File: src/rtl/perceptron_train.sv
// perceptron_train: single-neuron perceptron with serial accumulation and
// on-chip perceptron-rule training.
//   - One input is accumulated per cycle (ACC).
//   - The class decision is taken in DECIDE.
//   - On a training misclassification, one weight per cycle is stepped in UPDATE.
// Optional feature macro: PERCEPTRON_BIAS_EN adds a trainable bias register.
//   - The accumulator starts at the bias value instead of zero.
//   - The bias takes the same +1/-1 step in the first UPDATE cycle.
module perceptron_train #(
    parameter int N_IN    = 25,
    parameter int W_WIDTH = 8,
    parameter int ERR_W   = 8
) (
    input  logic              clk,
    input  logic              rst_n,
    input  logic [N_IN-1:0]   in,
    input  logic              label,
    input  logic              train,
    input  logic              en,
    output logic              ready,
    output logic [1:0]        out,
    output logic [ERR_W-1:0]  err_cnt
);

    localparam int ACC_W = W_WIDTH + $clog2(N_IN + 1) + 1;
    localparam int IDX_W = $clog2(N_IN);
    localparam logic [IDX_W-1:0]   LAST_IDX = IDX_W'(N_IN - 1);
    localparam logic [IDX_W-1:0]   IDX_ONE  = IDX_W'(1'b1);
    localparam logic [ERR_W-1:0]   ERR_MAX  = {ERR_W{1'b1}};
    localparam logic [ERR_W-1:0]   ERR_ONE  = ERR_W'(1'b1);
    localparam logic [W_WIDTH-1:0] W_MAX    = {1'b0, {(W_WIDTH-1){1'b1}}};
    localparam logic [W_WIDTH-1:0] W_MIN    = {1'b1, {(W_WIDTH-1){1'b0}}};
    localparam logic [W_WIDTH-1:0] W_ONE    = W_WIDTH'(1'b1);

    typedef enum logic [1:0] {
        ST_IDLE   = 2'd0,
        ST_ACC    = 2'd1,
        ST_DECIDE = 2'd2,
        ST_UPDATE = 2'd3
    } state_t;

    state_t              state_r;
    logic [IDX_W-1:0]    idx_r;
    logic [ACC_W-1:0]    acc_r;
    logic [N_IN-1:0]     in_q_r;
    logic                label_q_r;
    logic                train_q_r;
    logic                ready_r;
    logic [1:0]          out_r;
    logic [ERR_W-1:0]    err_cnt_r;
    logic [W_WIDTH-1:0]  weight_r [N_IN];

    logic [W_WIDTH-1:0]  w_sel_s;
    logic [ACC_W-1:0]    w_ext_s;
    logic [ACC_W-1:0]    acc_next_s;
    logic [ACC_W-1:0]    acc_init_s;
    logic                class_s;
    logic                err_s;

`ifdef PERCEPTRON_BIAS_EN
    logic [W_WIDTH-1:0]  bias_r;
`endif

    // Saturating +1 (up=1) or -1 (up=0) step on a signed weight.
    function automatic logic [W_WIDTH-1:0] sat_step(input logic [W_WIDTH-1:0] w,
                                                    input logic up);
        logic [W_WIDTH-1:0] r;
        if (up) begin
            r = (w == W_MAX) ? w : (w + W_ONE);
        end else begin
            r = (w == W_MIN) ? w : (w - W_ONE);
        end
        return r;
    endfunction

    // Datapath: selected weight, next accumulator value and class/error decision.
    always_comb begin
        w_sel_s    = weight_r[idx_r];
        w_ext_s    = {{(ACC_W-W_WIDTH){w_sel_s[W_WIDTH-1]}}, w_sel_s};
        if (in_q_r[idx_r]) begin
            acc_next_s = acc_r + w_ext_s;
        end else begin
            acc_next_s = acc_r;
        end
`ifdef PERCEPTRON_BIAS_EN
        acc_init_s = {{(ACC_W-W_WIDTH){bias_r[W_WIDTH-1]}}, bias_r};
`else
        acc_init_s = {ACC_W{1'b0}};
`endif
        // Strictly positive: sign bit clear and not zero.
        class_s    = ~acc_r[ACC_W-1] & (|acc_r);
        err_s      = train_q_r & (class_s != label_q_r);
    end

    // Control FSM with registered handshake, result and error counter.
    always_ff @(posedge clk or negedge rst_n) begin
        if (!rst_n) begin
            state_r   <= ST_IDLE;
            idx_r     <= {IDX_W{1'b0}};
            acc_r     <= {ACC_W{1'b0}};
            in_q_r    <= {N_IN{1'b0}};
            label_q_r <= 1'b0;
            train_q_r <= 1'b0;
            ready_r   <= 1'b1;
            out_r     <= 2'b00;
            err_cnt_r <= {ERR_W{1'b0}};
        end else begin
            case (state_r)
                ST_IDLE: begin
                    if (en) begin
                        in_q_r    <= in;
                        label_q_r <= label;
                        train_q_r <= train;
                        acc_r     <= acc_init_s;
                        idx_r     <= {IDX_W{1'b0}};
                        ready_r   <= 1'b0;
                        state_r   <= ST_ACC;
                    end
                end
                ST_ACC: begin
                    acc_r <= acc_next_s;
                    if (idx_r == LAST_IDX) begin
                        state_r <= ST_DECIDE;
                    end else begin
                        idx_r <= idx_r + IDX_ONE;
                    end
                end
                ST_DECIDE: begin
                    out_r <= {err_s, class_s};
                    if (err_s) begin
                        if (err_cnt_r != ERR_MAX) begin
                            err_cnt_r <= err_cnt_r + ERR_ONE;
                        end
                        idx_r   <= {IDX_W{1'b0}};
                        state_r <= ST_UPDATE;
                    end else begin
                        ready_r <= 1'b1;
                        state_r <= ST_IDLE;
                    end
                end
                ST_UPDATE: begin
                    if (idx_r == LAST_IDX) begin
                        ready_r <= 1'b1;
                        state_r <= ST_IDLE;
                    end else begin
                        idx_r <= idx_r + IDX_ONE;
                    end
                end
                default: begin
                    ready_r <= 1'b1;
                    state_r <= ST_IDLE;
                end
            endcase
        end
    end

    // Weight bank: one saturating step per UPDATE cycle on active inputs.
    always_ff @(posedge clk or negedge rst_n) begin
        if (!rst_n) begin
            for (int i = 0; i < N_IN; i++) begin
                weight_r[i] <= {W_WIDTH{1'b0}};
            end
        end else if ((state_r == ST_UPDATE) && in_q_r[idx_r]) begin
            weight_r[idx_r] <= sat_step(weight_r[idx_r], label_q_r);
        end
    end

`ifdef PERCEPTRON_BIAS_EN
    // Bias register: implicit always-1 input, stepped in the first UPDATE cycle.
    always_ff @(posedge clk or negedge rst_n) begin
        if (!rst_n) begin
            bias_r <= {W_WIDTH{1'b0}};
        end else if ((state_r == ST_UPDATE) && (idx_r == {IDX_W{1'b0}})) begin
            bias_r <= sat_step(bias_r, label_q_r);
        end
    end
`endif

    assign ready   = ready_r;
    assign out     = out_r;
    assign err_cnt = err_cnt_r;

endmodule
File: config.mk
export PLATFORM = sky130hd
export DESIGN_NAME = perceptron_train
export DESIGN_NICKNAME = d
export VERILOG_FILES = /design/src/rtl/perceptron_train.sv
export SDC_FILE = /design/constraint.sdc
export NUM_CORES = 1
export LEC_CHECK = 0
export BUFFER_PORTS_ARGS = -buffer_cell sky130_fd_sc_hd__buf_2
export CAP_MARGIN = 20
export CORE_MARGIN = 1.5
export CORE_UTILIZATION = 60
export DETAILED_ROUTE_END_ITERATION = 6
export GPL_TIMING_DRIVEN = 0
export PLACE_DENSITY = 0.77
export SKIP_CTS_REPAIR_TIMING = 1
export SYNTH_ARGS = -nofsm -noshare
export SYNTH_HDL_FRONTEND = slang
export SYNTH_SLANG_ARGS = --single-unit
File: constraint.sdc
create_clock -name clk -period 8.05 [get_ports clk]
set_input_delay 0 -clock clk [delete_from_list [all_inputs] [get_ports clk]]
set_output_delay 0 -clock clk [all_outputs]
set_load 0.005 [all_outputs]
==> reports/metrics.yaml <==
outcome: "finished clean"
r2r-end: "acc_r[13]$_DFFE_PN0P_"
drtPass1Iterations: 6
root_buffer: "clkbuf_16"
dp_hpwl_mm: 22.8
rsz0062_at_grt: "false"
grt_pass1_wl_mm: 51.0
syn_area_um2: 13100
area_growth_pct: 13.4
synth.avg_cell_area_um2: 11.6
io_buffer_count: 40
fin_crit_ps: 5990
tightestPinTransition_ps: 1030
drc: 0
dpl_worst_slack_ps: 2250
first_global_vias: 9129
synth_seq_area_share_pct: 49.4
endpoint: "acc_r[13]$_DFFE_PN0P_"
synth_cell_types: 71
clk_pin_slew_ps: 60
drv_slew: 0
cellPowerDensity_nw_per_um2: 459
leakage_nw: 6.76
regArea_um2: 6480
crit_start: "idx_r[1]$_DFFE_PN0P_"
start_util_pct: 61.8
reg2reg_from: "idx_r[1]$_DFFE_PN0P_"
viasPerCell: 6.09
r2r_cells: 16
finalNonFillerCells: 1524
setup_ws_ps: 2060
drtIter0Drc: 648
grt_use_total_pct: 29.8
grt_antenna_before_repair: 1
hold_path_class: "primary input to async pin"
die_w_um: 151
synth_ff_type: "dfrtp_1"
die_area_um2: 22700
crit_fanout: 10
wl_per_cell_um: 21.9
hold_ws_ps: 4.30
synth_top_area_share_pct: 49.2
crit_path_start_kind: "flop"
async_flop_share_pct: 100
multi_input_area_um2: 6050
clkSinkCount: 259
core-area_um2: 21200
vias: 9288
gp_congestion: 0.885
yosysWarnings: 0
synth_edf_count: 0
cp_data_arrival_time_ps: 6420
max_freq_mhz: 167
place_area_um2: 13700
fin_area_um2: 14900
fp.dieH_um: 151
p_total_mw: 6.83
final_util_pct: 70.1
timing.final.crit_share_pct: 74.4
fin_worst_skew_ps: 25.8
critical_path.endpoint_type: "flop"
cap_violations: 0
cts_buffers: 27
synth-seq-cells: 259
postRouteAntennaNets: 0
clk_path_buf_depth: 3
placementRows: 53
worstSetupPathType: "flop to flop"
relSlewSlack_pct: 31.4
finish.net_count: 1279
drive_gt1_share_pct: 25.0
hold_viol: 0
syn-instance-count: 1127
setup_tns_ps: 0
ir_drop_uv: 284
grt_start_max_net_pins: 114
fillerInstances: 1526
grt_remaining_overflow: 0
dp.cells: 1444
io_pins: 41
critPathRequiredTime_ps: 8480
cts_tree: "built"
reg2reg_slack_ps: 2060
finalSetupViolations: 0
drt_wl_total_mm: 33.4
synth_area_leader_cell: "dfrtp_1"
synthesis.nets: 1179
clk_latency_ps: 560
htree_levels: 1
yosys-top-cells-area: "dfrtp_1 49%, mux2_2 7.1%, mux4_2 5.5%"
==> per-layer routing <==
metal	wire length (um)	GRT usage (%)	up-vias	share of wire, %
met4	1060	8.79	0	3.2
li1	-	-	4210	-
met5	0	0	-	0
met3	2250	5.51	83	6.7
met2	16000	47.4	302	48
met1	14100	42.0	4693	42
==> cells in the final DEF (no fill, tap or decap), types with 4 or more instances in the layout <==
master,n
a21oi_1,45
a21oi_2,24
a22oi_1,21
and2_1,9
and3_1,11
buf_1,9
buf_2,55
buf_4,4
buf_6,14
clkbuf_1,45
clkbuf_16,27
clkbuf_8,7
clkinv_2,7
dfrtp_1,258
dlygate4sd3_1,29
ha_1,21
inv_1,29
mux2_2,83
mux2i_1,42
mux2i_4,8
mux4_1,9
mux4_2,32
nand2_1,116
nand2b_1,7
nand3_1,35
nor2_1,94
nor2b_1,6
nor3_1,8
o21ai_0,61
o21ai_1,16
o21ai_2,24
o22ai_1,4
xnor2_1,12
xor2_1,13
==> cell families (layout without fill, tap and decap cells) <==
logic type | Yosys count | after routing | synth area share [%]
buffers and inverters | 111 | 232 | 4.46
flip-flops | 259 | 259 | 49.4
AND/OR/NAND/NOR | 312 | 312 | 11.2
XOR/XNOR | 26 | 26 | 1.88
other | 0 | 1 | 0
adder cells (fa/ha/maj) | 22 | 22 | 2.16
multiplexers | 176 | 176 | 19.2
AO/OA/AOI/OAI | 221 | 221 | 11.7
==> sequential cells by signal, summed over array words and instances (netlist names) <==
| name | count |
|---|---|
| weight_r | 200 |
| in_q_r | 25 |
| acc_r | 14 |
| err_cnt | 8 |
| idx_r | 5 |
| out | 2 |
| state_r | 2 |
| label_q_r | 1 |
| ready | 1 |
| train_q_r | 1 |
==> synth_stat cells (3+ instances only) <==
cell type	instances
nor2b_1	6
and2_1	9
ha_1	21
buf_2	16
a22oi_1	21
clkbuf_1	37
xor2_1	13
mux2_2	83
nor3_1	8
a21oi_2	24
mux4_1	9
nand2b_1	7
o21bai_1	3
buf_4	4
nand3_1	35
o22ai_1	4
nor2_1	94
mux4_2	32
dfrtp_1	258
o21ai_2	24
inv_1	29
buf_6	14
o21ai_1	16
and3_1	11
a21oi_1	45
o32a_4	3
o31ai_1	3
nand2_1	116
mux2i_4	8
nor4_1	3
mux2i_1	42
o21ai_0	61
buf_1	9
xnor2_1	12
==> final cells by class <==
type	count	area share [%]
Timing Repair Buffer	71	3.74
Clock inverter	8	0.370
Tap cell	275	2.31
Clock buffer	42	5.39
Sequential cell	259	43.6
Antenna cell	1	0.0168
Buffer	82	3.20
Inverter	29	0.732
Multi-Input combinational cell	757	40.7
==> power by group <==
part           total [mW]  leakage (nW)  switching, mW  internal, mW
Combinational        3.66          2.85           2.26          1.40
Clock                1.21         0.430          0.520         0.686
Sequential           1.97          3.48          0.253          1.72
==> how the worst min path moves through the flow <==
stage / to
after floorplan: acc_r[0]$_DFFE_PN0P_
after global placement: in_q_r[16]$_DFFE_PN0P_
final: acc_r[10]$_DFFE_PN0P_
after detailed placement: acc_r[12]$_DFFE_PN0P_
after global routing: acc_r[9]$_DFFE_PN0P_
after CTS: acc_r[9]$_DFFE_PN0P_
==> worst max-delay path, cell delays in order, from the launching register on <==
cell	delay [ps]
dfrtp_1	540
buf_2	460
buf_4	310
buf_4	290
mux4_2	370
a22oi_1	320
nand4_1	400
ha_1	420
a21o_1	180
a21o_1	210
a2111oi_0	640
nor4_1	140
a2111oi_0	860
o31ai_1	210
xor2_1	210
mux2i_1	220
nand2_1	80
No activity file was read; power rests on OpenSTA's default activity.
